[src/rtl/matrix_pkg.sv]
// rtl/matrix_pkg.sv - shared constants, state encoding and row slicing for the matrix scanner
// Purpose: geometry constants of the 8x16 glyph bitmap, the scanner FSM state
//          enum and a helper that extracts one row's 16 column bits.
// Ports:   none (package).
package matrix_pkg;

   localparam int ROWS    = 8;
   localparam int COLS    = 16;
   localparam int FRAME_W = 128;

   typedef enum logic [2:0] {
      IDLE,
      LOAD,
      SHIFT,
      LATCH,
      DISPLAY
   } state_e;

   // Row r occupies frame[127-16r -: 16]; column 0 lands in bit 15 of the result.
   function automatic logic [COLS-1:0] row_bits(input logic [FRAME_W-1:0] frame,
                                                input logic [2:0]         r);
      logic [FRAME_W-1:0] shifted;
      shifted = frame << (COLS * int'(r));
      return shifted[FRAME_W-1 -: COLS];
   endfunction

endpackage

[src/rtl/row_shifter.sv]
// rtl/row_shifter.sv - 16-bit PISO with sclk divider for one matrix row
// Purpose: on start_i, loads data_i and serialises it MSB (column 0) first.
//          Each bit holds sdata_o with sclk_o low for DIV cycles, then high
//          for DIV cycles. done_o flags the last high-phase cycle of bit 15.
// Ports:   clk_i, rst_ni (async, active low), start_i, data_i[15:0],
//          done_o, sdata_o, sclk_o (both registered).
module row_shifter
   import matrix_pkg::*;
#(
   parameter int DIV = 4
) (
   input  logic            clk_i,
   input  logic            rst_ni,
   input  logic            start_i,
   input  logic [COLS-1:0] data_i,
   output logic            done_o,
   output logic            sdata_o,
   output logic            sclk_o
);

   localparam int            DW       = (DIV > 1) ? $clog2(DIV) : 1;
   localparam logic [DW-1:0] DIV_LAST = DW'(DIV - 1);

   logic [COLS-1:0] shreg_q, shreg_d;
   logic [DW-1:0]   div_q, div_d;
   logic [3:0]      bit_q, bit_d;
   logic            active_q, active_d;
   logic            sdata_q, sdata_d;
   logic            sclk_q, sclk_d;
   logic            phase_end;

   assign phase_end = (div_q == DIV_LAST);
   assign done_o    = active_q && sclk_q && phase_end && (bit_q == 4'd15);
   assign sdata_o   = sdata_q;
   assign sclk_o    = sclk_q;

   always_comb begin
      shreg_d  = shreg_q;
      div_d    = div_q;
      bit_d    = bit_q;
      active_d = active_q;
      sdata_d  = sdata_q;
      sclk_d   = sclk_q;
      if (start_i) begin
         // Column 0 goes out immediately; the rest waits in the shift register.
         shreg_d  = data_i << 1;
         sdata_d  = data_i[COLS-1];
         sclk_d   = 1'b0;
         div_d    = '0;
         bit_d    = 4'd0;
         active_d = 1'b1;
      end else if (active_q) begin
         if (phase_end) begin
            div_d = '0;
            if (!sclk_q) begin
               sclk_d = 1'b1;
            end else begin
               sclk_d = 1'b0;
               // Bit counter wraps 15->0 exactly when the row is finished.
               bit_d  = bit_q + 4'd1;
               if (bit_q == 4'd15) begin
                  active_d = 1'b0;
               end else begin
                  sdata_d = shreg_q[COLS-1];
                  shreg_d = shreg_q << 1;
               end
            end
         end else begin
            div_d = div_q + DW'(1);
         end
      end
   end

   always_ff @(posedge clk_i or negedge rst_ni) begin
      if (!rst_ni) begin
         shreg_q  <= '0;
         div_q    <= '0;
         bit_q    <= 4'd0;
         active_q <= 1'b0;
         sdata_q  <= 1'b0;
         sclk_q   <= 1'b0;
      end else begin
         shreg_q  <= shreg_d;
         div_q    <= div_d;
         bit_q    <= bit_d;
         active_q <= active_d;
         sdata_q  <= sdata_d;
         sclk_q   <= sclk_d;
      end
   end

endmodule

[src/rtl/matrix_scanner.sv]
// rtl/matrix_scanner.sv - row-multiplexed LED matrix scanner for an 8x16 glyph bitmap
// Purpose: snapshots frame once per frame, shifts each row into an external
//          latching shift chain, latches it with blanking, then holds it for
//          DWELL cycles. All outputs are registered and change together with
//          the state they belong to.
// Ports:   clk, rst_n (async, active low), en, frame[127:0];
//          sdata, sclk, slatch, oe_n (active low), row_sel[7:0] (one-hot),
//          frame_done (pulse on last row-7 dwell cycle), busy.
module matrix_scanner
   import matrix_pkg::*;
#(
   parameter int DIV   = 4,
   parameter int DWELL = 1000
) (
   input  logic               clk,
   input  logic               rst_n,
   input  logic               en,
   input  logic [FRAME_W-1:0] frame,
   output logic               sdata,
   output logic               sclk,
   output logic               slatch,
   output logic               oe_n,
   output logic [ROWS-1:0]    row_sel,
   output logic               frame_done,
   output logic               busy
);

   localparam int            WW         = (DWELL > 1) ? $clog2(DWELL) : 1;
   localparam logic [WW-1:0] DWELL_LAST = WW'(DWELL - 1);

   state_e             state_q, state_d;
   logic [2:0]         row_q, row_d;
   logic [FRAME_W-1:0] snap_q, snap_d;
   logic [WW-1:0]      dwell_q, dwell_d;
   logic               slatch_q, slatch_d;
   logic               oe_n_q, oe_n_d;
   logic [ROWS-1:0]    row_sel_q, row_sel_d;
   logic               frame_done_q, frame_done_d;
   logic               busy_q, busy_d;
   logic               sh_start, sh_done;
   logic [COLS-1:0]    sh_data;

   row_shifter #(.DIV(DIV)) u_row_shifter (
      .clk_i   (clk),
      .rst_ni  (rst_n),
      .start_i (sh_start),
      .data_i  (sh_data),
      .done_o  (sh_done),
      .sdata_o (sdata),
      .sclk_o  (sclk)
   );

   always_comb begin
      state_d = state_q;
      row_d   = row_q;
      snap_d  = snap_q;
      case (state_q)
         IDLE:    if (en) state_d = LOAD;
         LOAD: begin
            snap_d  = frame;
            row_d   = 3'd0;
            state_d = SHIFT;
         end
         SHIFT:   if (sh_done) state_d = LATCH;
         LATCH:   state_d = DISPLAY;
         DISPLAY: begin
            if (dwell_q == DWELL_LAST) begin
               if (row_q != 3'd7) begin
                  row_d   = row_q + 3'd1;
                  state_d = SHIFT;
               end else begin
                  state_d = en ? LOAD : IDLE;
               end
            end
         end
         default: state_d = IDLE;
      endcase

      dwell_d = (state_q == DISPLAY && state_d == DISPLAY) ? dwell_q + WW'(1) : '0;

      // Row 0 is fetched straight from frame while the snapshot is still being written.
      sh_start = (state_d == SHIFT) && (state_q != SHIFT);
      sh_data  = (state_q == LOAD) ? row_bits(frame, 3'd0) : row_bits(snap_q, row_d);

      // Outputs are decoded from the next state so they line up with it.
      slatch_d     = (state_d == LATCH);
      busy_d       = (state_d != IDLE);
      frame_done_d = (state_d == DISPLAY) && (dwell_d == DWELL_LAST) && (row_q == 3'd7);
      oe_n_d       = oe_n_q;
      row_sel_d    = row_sel_q;
      case (state_d)
         IDLE: begin
            oe_n_d    = 1'b1;
            row_sel_d = '0;
         end
         LATCH: begin
            oe_n_d    = 1'b1;
            row_sel_d = ROWS'(1) << row_q;
         end
         DISPLAY: oe_n_d = 1'b0;
         default: ;
      endcase
   end

   always_ff @(posedge clk or negedge rst_n) begin
      if (!rst_n) begin
         state_q      <= IDLE;
         row_q        <= 3'd0;
         snap_q       <= '0;
         dwell_q      <= '0;
         slatch_q     <= 1'b0;
         oe_n_q       <= 1'b1;
         row_sel_q    <= '0;
         frame_done_q <= 1'b0;
         busy_q       <= 1'b0;
      end else begin
         state_q      <= state_d;
         row_q        <= row_d;
         snap_q       <= snap_d;
         dwell_q      <= dwell_d;
         slatch_q     <= slatch_d;
         oe_n_q       <= oe_n_d;
         row_sel_q    <= row_sel_d;
         frame_done_q <= frame_done_d;
         busy_q       <= busy_d;
      end
   end

   assign slatch     = slatch_q;
   assign oe_n       = oe_n_q;
   assign row_sel    = row_sel_q;
   assign frame_done = frame_done_q;
   assign busy       = busy_q;

endmodule

[config.mk]
export PLATFORM = sky130hd
export DESIGN_NAME = matrix_scanner
export DESIGN_NICKNAME = d
export VERILOG_FILES = /design/src/rtl/matrix_pkg.sv /design/src/rtl/row_shifter.sv /design/src/rtl/matrix_scanner.sv
export SDC_FILE = /design/constraint.sdc
export NUM_CORES = 1
export LEC_CHECK = 0
export CORE_ASPECT_RATIO = 0.75
export CORE_UTILIZATION = 55
export CTS_CLUSTER_SIZE = 8
export DETAILED_ROUTE_END_ITERATION = 10
export PLACE_DENSITY = 0.8
export SYNTH_ARGS = -nofsm -noshare
export SYNTH_HDL_FRONTEND = slang
export SYNTH_SLANG_ARGS = --single-unit
[constraint.sdc]
create_clock -name clk -period 6.5 [get_ports clk]
set_input_delay 1.3 -clock clk [delete_from_list [all_inputs] [get_ports clk]]
set_output_delay 1.3 -clock clk [all_outputs]
set_load 0.01 [all_outputs]
# == After elaboration in Yosys (flattened, before gate mapping) ==
# Cells that the tools add are included.
# totals
ff_bits,181
input_bits,131
out_inout_bits,14
wordCells,94
# op_classes
add_sub_neg,4
n_eq_ne,15
n_shift,2
muxes,39
reduce_logical,19
# ops
operator,n
<< shifter 128 x 7 -> 128 bit,1
two-way mux 16 bit,6
equality test 10 bit (second input constant),2
two-way mux 4 bit,4
one-hot mux 8 bit (2 select lines),1
two-way mux 1 bit,15
two-way mux 3 bit,5
one-hot mux 3 bit (5 select lines),1
equality test 3 x 2 -> 1 bit (second input constant),4
adder 10 x 1 -> 10 bit (second input constant),1
two-way mux 10 bit,1
nonzero test 2 bit,5
equality test 3 bit (second input constant),3
two-way mux 2 bit,4
<< shifter 1 x 3 -> 8 bit (first input constant),1
logical AND 1 bit,7
logical NOT 3 bit,2
one-hot mux 3 bit (2 select lines),1
adder 4 x 1 -> 4 bit (second input constant),1
equality test 4 bit (second input constant),1
AND reduction 4 bit,1
adder 3 x 1 -> 3 bit (second input constant),1
equality test 3 x 1 -> 1 bit (second input constant),1
!= test 3 x 2 -> 1 bit (second input constant),1
9 further kinds,9

# == Logic depth before layout (Yosys ltp) ==
# logic_depth
depth_word,11
ltp_mapped,12
depth_no_buf,9

# == Cells and area by module ==
# A second synthesis with hierarchy kept.
# hier_totals
cells_unflattened,1047
hier_area_um2,9327.7
# modules_own_cells
module,instances,cells_each,area_per_inst_um2,seq_area_each_um2
matrix_scanner,1,935,8039.0,3905.0
row_shifter,1,112,1288.7,600.6

# == Least setup slack after synthesis ==
# OpenSTA, ideal clock, no wires.
# synth_timing
path_type,flip-flop to flip-flop
startpoint,register row_q[0]
endpoint,register u_row_shifter.shreg_q[10]
setup_ps,68
arrival_ps,2566
required_ps,6432
setup_slack_ps,3866
path_stages_with_launch,13
path_buffers,3
synth_period_minus_slack_ps,2634
path_cell_list,dfrtp_1 -> clkbuf_1 -> inv_1 -> ha_1 -> nand2_1 -> or3_4 -> and2_4 -> buf_6 -> inv_12 -> buf_12 -> mux2i_1 -> a2111o_1 -> nand3_1
# synth_via
elab_cells_between_ends,18
classes_between,add/sub: 1; eq/ne: 3; shift: 1; mux: 8; reduce/logical: 5
# synth_rtl
element,line,text
"start, declared",matrix_scanner.sv:32,"logic [2:0] row_q, row_d;"
"start signal, assigned",matrix_scanner.sv:118,row_q <= row_d;
adder 3 x 1 -> 3 bit or != test 3 bit (tied branches),"matrix_scanner.sv:69, matrix_scanner.sv:68",
two-way mux 3 bit *,matrix_scanner.sv:68,if (row_q != 3'd7) begin
two-way mux 3 bit *,matrix_scanner.sv:67,if (dwell_q == DWELL_LAST) begin
one-hot mux 3 bit (2 select lines) *,matrix_scanner.sv:57,case (state_q)
net row_d[1],matrix_scanner.sv:32,
<< shifter 128 x 7 -> 128 bit *,matrix_pkg.sv:23,shifted = frame << (COLS * int'(r));
two-way mux 16 bit *,matrix_scanner.sv:83,"sh_data = (state_q == LOAD) ? row_bits(frame, 3'd0) : row_bits(snap_q, row_d);"
two-way mux 16 bit *,row_shifter.sv:44,if (start_i) begin
"end signal, assigned",row_shifter.sv:83,shreg_q <= shreg_d;
"end, declared",row_shifter.sv:24,"logic [COLS-1:0] shreg_q, shreg_d;"
# The timed path passes the listed nets; every way through them passes the cells marked *.
# A chain may end at the register's enable or synchronous reset.

# == Worst setup path after layout ==
# layout_timing
startpoint,register row_q[0]
endpoint,register u_row_shifter.shreg_q[10]
# layout_via
elab_chain_len,8
elab_cells_between_ends,18
classes_between,add/sub: 1; eq/ne: 3; shift: 1; mux: 8; reduce/logical: 5
# layout_rtl
element
branches (longest 8 deep; another with adder 3 x 1 -> 3 bit)
# Parallel ways; which one is timed is not known.

==> results.py <==
metrics = {
    "clocking": {
        "tritoncts_clock_tree": "done",
        "ctsHtreeMaxLevel": 4,
        "cts.hold.buffers_added": 0,
        "cts.reportedPaths.clkPinSlew_ps": 80,
        "cts.repair.resized": 0,
        "post-cts-setup-buffers": 0,
        "cts_inserted_buffers": 17,
        "ctsRootBufferMaster": "clkbuf_16",
        "clkLatencyLatePin_ps": 440,
        "clk_path_buf_depth": 2,
        "clkSinkCount": 180,
    },
    "setup_path": {
        "rrSetupSlack_ps": 2500,
        "origin_of_the_critical_flop_to_flop_path": "row_q[0]$_DFF_PN0_",
        "arrival_ps": 4360,
        "crit_path_end": "u_row_shifter.shreg_q[10]$_DFFE_PN0P_",
        "timing.rr.end": "u_row_shifter.shreg_q[10]$_DFFE_PN0P_",
        "setup.worst_path.start": "row_q[0]$_DFF_PN0_",
        "crit_type": "register to register",
        "worstSetupEndpointType": "register",
        "critical_path.max_fanout": 30,
        "start_kind": "register",
        "worstRegToRegCells": 9,
        "worstPathRequired_ps": 6870,
    },
    "final_layout": {
        "area_delta_synth_final_pct": 24.6,
        "multiInputGateArea_mm2": 0.00377,
        "post_layout_nonfiller_instances": 1270,
        "antenna-diode-count": 0,
        "ff_latch_area_mm2": 0.00451,
        "nNetsFinal": 1190,
        "drive_above_1_share": 0.0620,
        "final.fill_count": 1183,
        "layout.core_utilization": 0.701,
    },
    "place": {
        "gp_congestion": 0.940,
        "dp_cells": 1238,
        "hpwl_after_dpl_um": 15900,
        "portBuffers": 144,
    },
    "timing": {
        "finalSetupViolations": 0,
        "finalMaxSlewViolations": 0,
        "tns_ps": 0,
        "final.min_clock_period_ps": 4000,
        "worstMarginPinSlew_ps": 1160,
        "max_freq_mhz": 250,
        "max_slew_margin": 0.229,
        "finalHoldViolations": 0,
        "period_share": 0.615,
        "fin_worst_skew_ps": 13.3,
        "rsz0062_at_grt": "false",
    },
    "power_and_ir_drop": {
        "power.ir.vdd_worst_mv": 0.221,
        "total_leakage_power_nw": 5.04,
        "total_power_w": 0.00429,
        "pwr_density_cell_mw_per_mm2": 402,
    },
    "synthesis": {
        "yosysMostFrequentCell": "nand2_1",
        "post_synth.cell_area_avg_um2": 9.13,
        "synth_top_flop_cell": "dfrtp_1",
        "synth_cell_type_count": 53,
        "synth-async-reset-ratio": 1.00,
        "postSynthRegisterBits": 180,
        "yosysSeqAreaShare": 0.526,
        "ys.warnings.count": 0,
        "mappedNetlistArea_mm2": 0.00857,
        "syn_nets": 1076,
        "synth_largest_area_cell": "dfrtp_1",
        "edff_count_synth": 0,
        "synth_commonest_cells": "410 x nand2_1, 179 x dfrtp_1, 52 x mux2i_1",
        "synth_top_cells_by_area": "dfrtp_1 52%, nand2_1 18%, mux2i_1 6.1%, clkbuf_1 1.8%, mux2_2 1.8%",
        "synth_top_area_share": 0.523,
        "post_synth_inst_count": 938,
    },
    "route": {
        "vias_per_cell": 5.67,
        "detailroute.via_count": 7202,
        "antenna_violating_nets_post_route": 0,
        "wl_per_cell_um": 17.8,
        "detail_route.drc_violations": 0,
        "finalWirelength_um": 22600,
        "drt-initial-drc-count": 585,
        "first_pass_iteration_count_of_the_detailed_router": 5,
    },
    "grt": {
        "grt_busiest_layer": "met1",
        "grt_pass1_vias": 6756,
        "globalRouteOverflowTotal": 0,
        "use_met3": 0.0741,
        "grt_util_met1": 0.464,
        "grt_max_degree": 94,
        "grt_pass1_wl_um": 36300,
        "met2_usage": 0.405,
        "track_usage": 0.298,
        "antenna_violations_before_repair": 0,
    },
    "floorplan": {
        "die_width_um": 146,
        "rows": 39,
        "die_height_um": 110,
        "die_area_mm2": 0.0161,
        "fp.coreArea_mm2": 0.0152,
        "floorplan.initialDensity": 0.563,
        "pin_count": 145,
    },
    "hold_path": {
        "hold_path_class": "register to register",
    },
    "run_status": {
        "status": "finished clean",
    },
    "run": {
        "drv.max_cap_violation_count": 0,
    },
}
flip-flops by register name, summed over array words and instances (netlist names), 2 cells and up:
name,count
u_row_shifter.bit_q,4
state_q,3
dwell_q,10
row_sel,8
row_q,3
snap_q,128
u_row_shifter.shreg_q,15
u_row_shifter.div_q,2
how the worst min path moves through the flow:
stage,end,from,cells after the start
floorplan,snap_q[10]$_DFFE_PN0P_,snap_q[10]$_DFFE_PN0P_,2
global placement,snap_q[89]$_DFFE_PN0P_,snap_q[89]$_DFFE_PN0P_,2
detailed placement,snap_q[86]$_DFFE_PN0P_,snap_q[86]$_DFFE_PN0P_,2
CTS,snap_q[66]$_DFFE_PN0P_,snap_q[66]$_DFFE_PN0P_,2
global route,snap_q[83]$_DFFE_PN0P_,snap_q[83]$_DFFE_PN0P_,2
finish,snap_q[89]$_DFFE_PN0P_,snap_q[89]$_DFFE_PN0P_,2
logic make-up after synthesis:
| family | share of synthesized area |
|---|---|
| buf+inv | 0.0349 |
| xor+xnor | 0.0123 |
| fa+ha+maj | 0.0102 |
| simple gates | 0.235 |
| flops | 0.526 |
| compound gates | 0.103 |
| mux | 0.0792 |
per-layer routing:
metal  wire length [um]  part of all wire
met1              10700              0.47
met2               9120              0.40
met3               2340              0.10
met4                472             0.021
met5                  0                 0
cells in the final DEF (no fill, tap or decap), types with 13 or more instances in the layout:
cell	netlist	routed
a2111o_1	13	13
a211o_1	13	13
a211oi_1	15	15
a21boi_0	13	13
clkbuf_16	0	17
clkdlybuf4s50_1	0	143
dfrtp_1	179	179
mux2_2	14	14
mux2i_1	52	52
nand2_1	410	410
nand3_1	27	27
nor2_1	24	23
o21a_1	13	13
o21ai_0	22	22
stage by stage:
step	hold WS (ps)	setup WS, ps	area [um^2]
floorplan	439	3870	8570
global placement	452	2760	10100
detailed placement	459	2660	10100
CTS	479	2630	10700
global route	490	2290	10700
finish	479	2500	10700
critical path, cell delays in order (launching register included):
cell     delay, ps
dfrtp_1        920
ha_1           370
nand2_1        170
and4_1         290
nand3_1        140
and2_1         920
inv_2          490
mux2i_1        230
a211o_1        320
nand3_1         80
power breakdown:
part | leakage (nW) | total [W] | switching, W | internal, W
registers | 2.26 | 0.00198 | 0.000377 | 0.00160
logic | 2.49 | 0.00129 | 0.000754 | 0.000532
clock network | 0.294 | 0.00103 | 0.000499 | 0.000528
total | 5.04 | 0.00429 | 0.00163 | 0.00266
area by class of cell:
| class | instances | area share |
|---|---|---|
| timing repair buffer | 150 | 0.139 |
| clock buffer | 18 | 0.0411 |
| tap | 205 | 0.0240 |
| sequential | 180 | 0.422 |
| clock inverter | 14 | 0.0148 |
| multi-input combinational | 692 | 0.353 |
| inverter | 11 | 0.00504 |
Note: power is estimated with default switching activity, not from simulation.
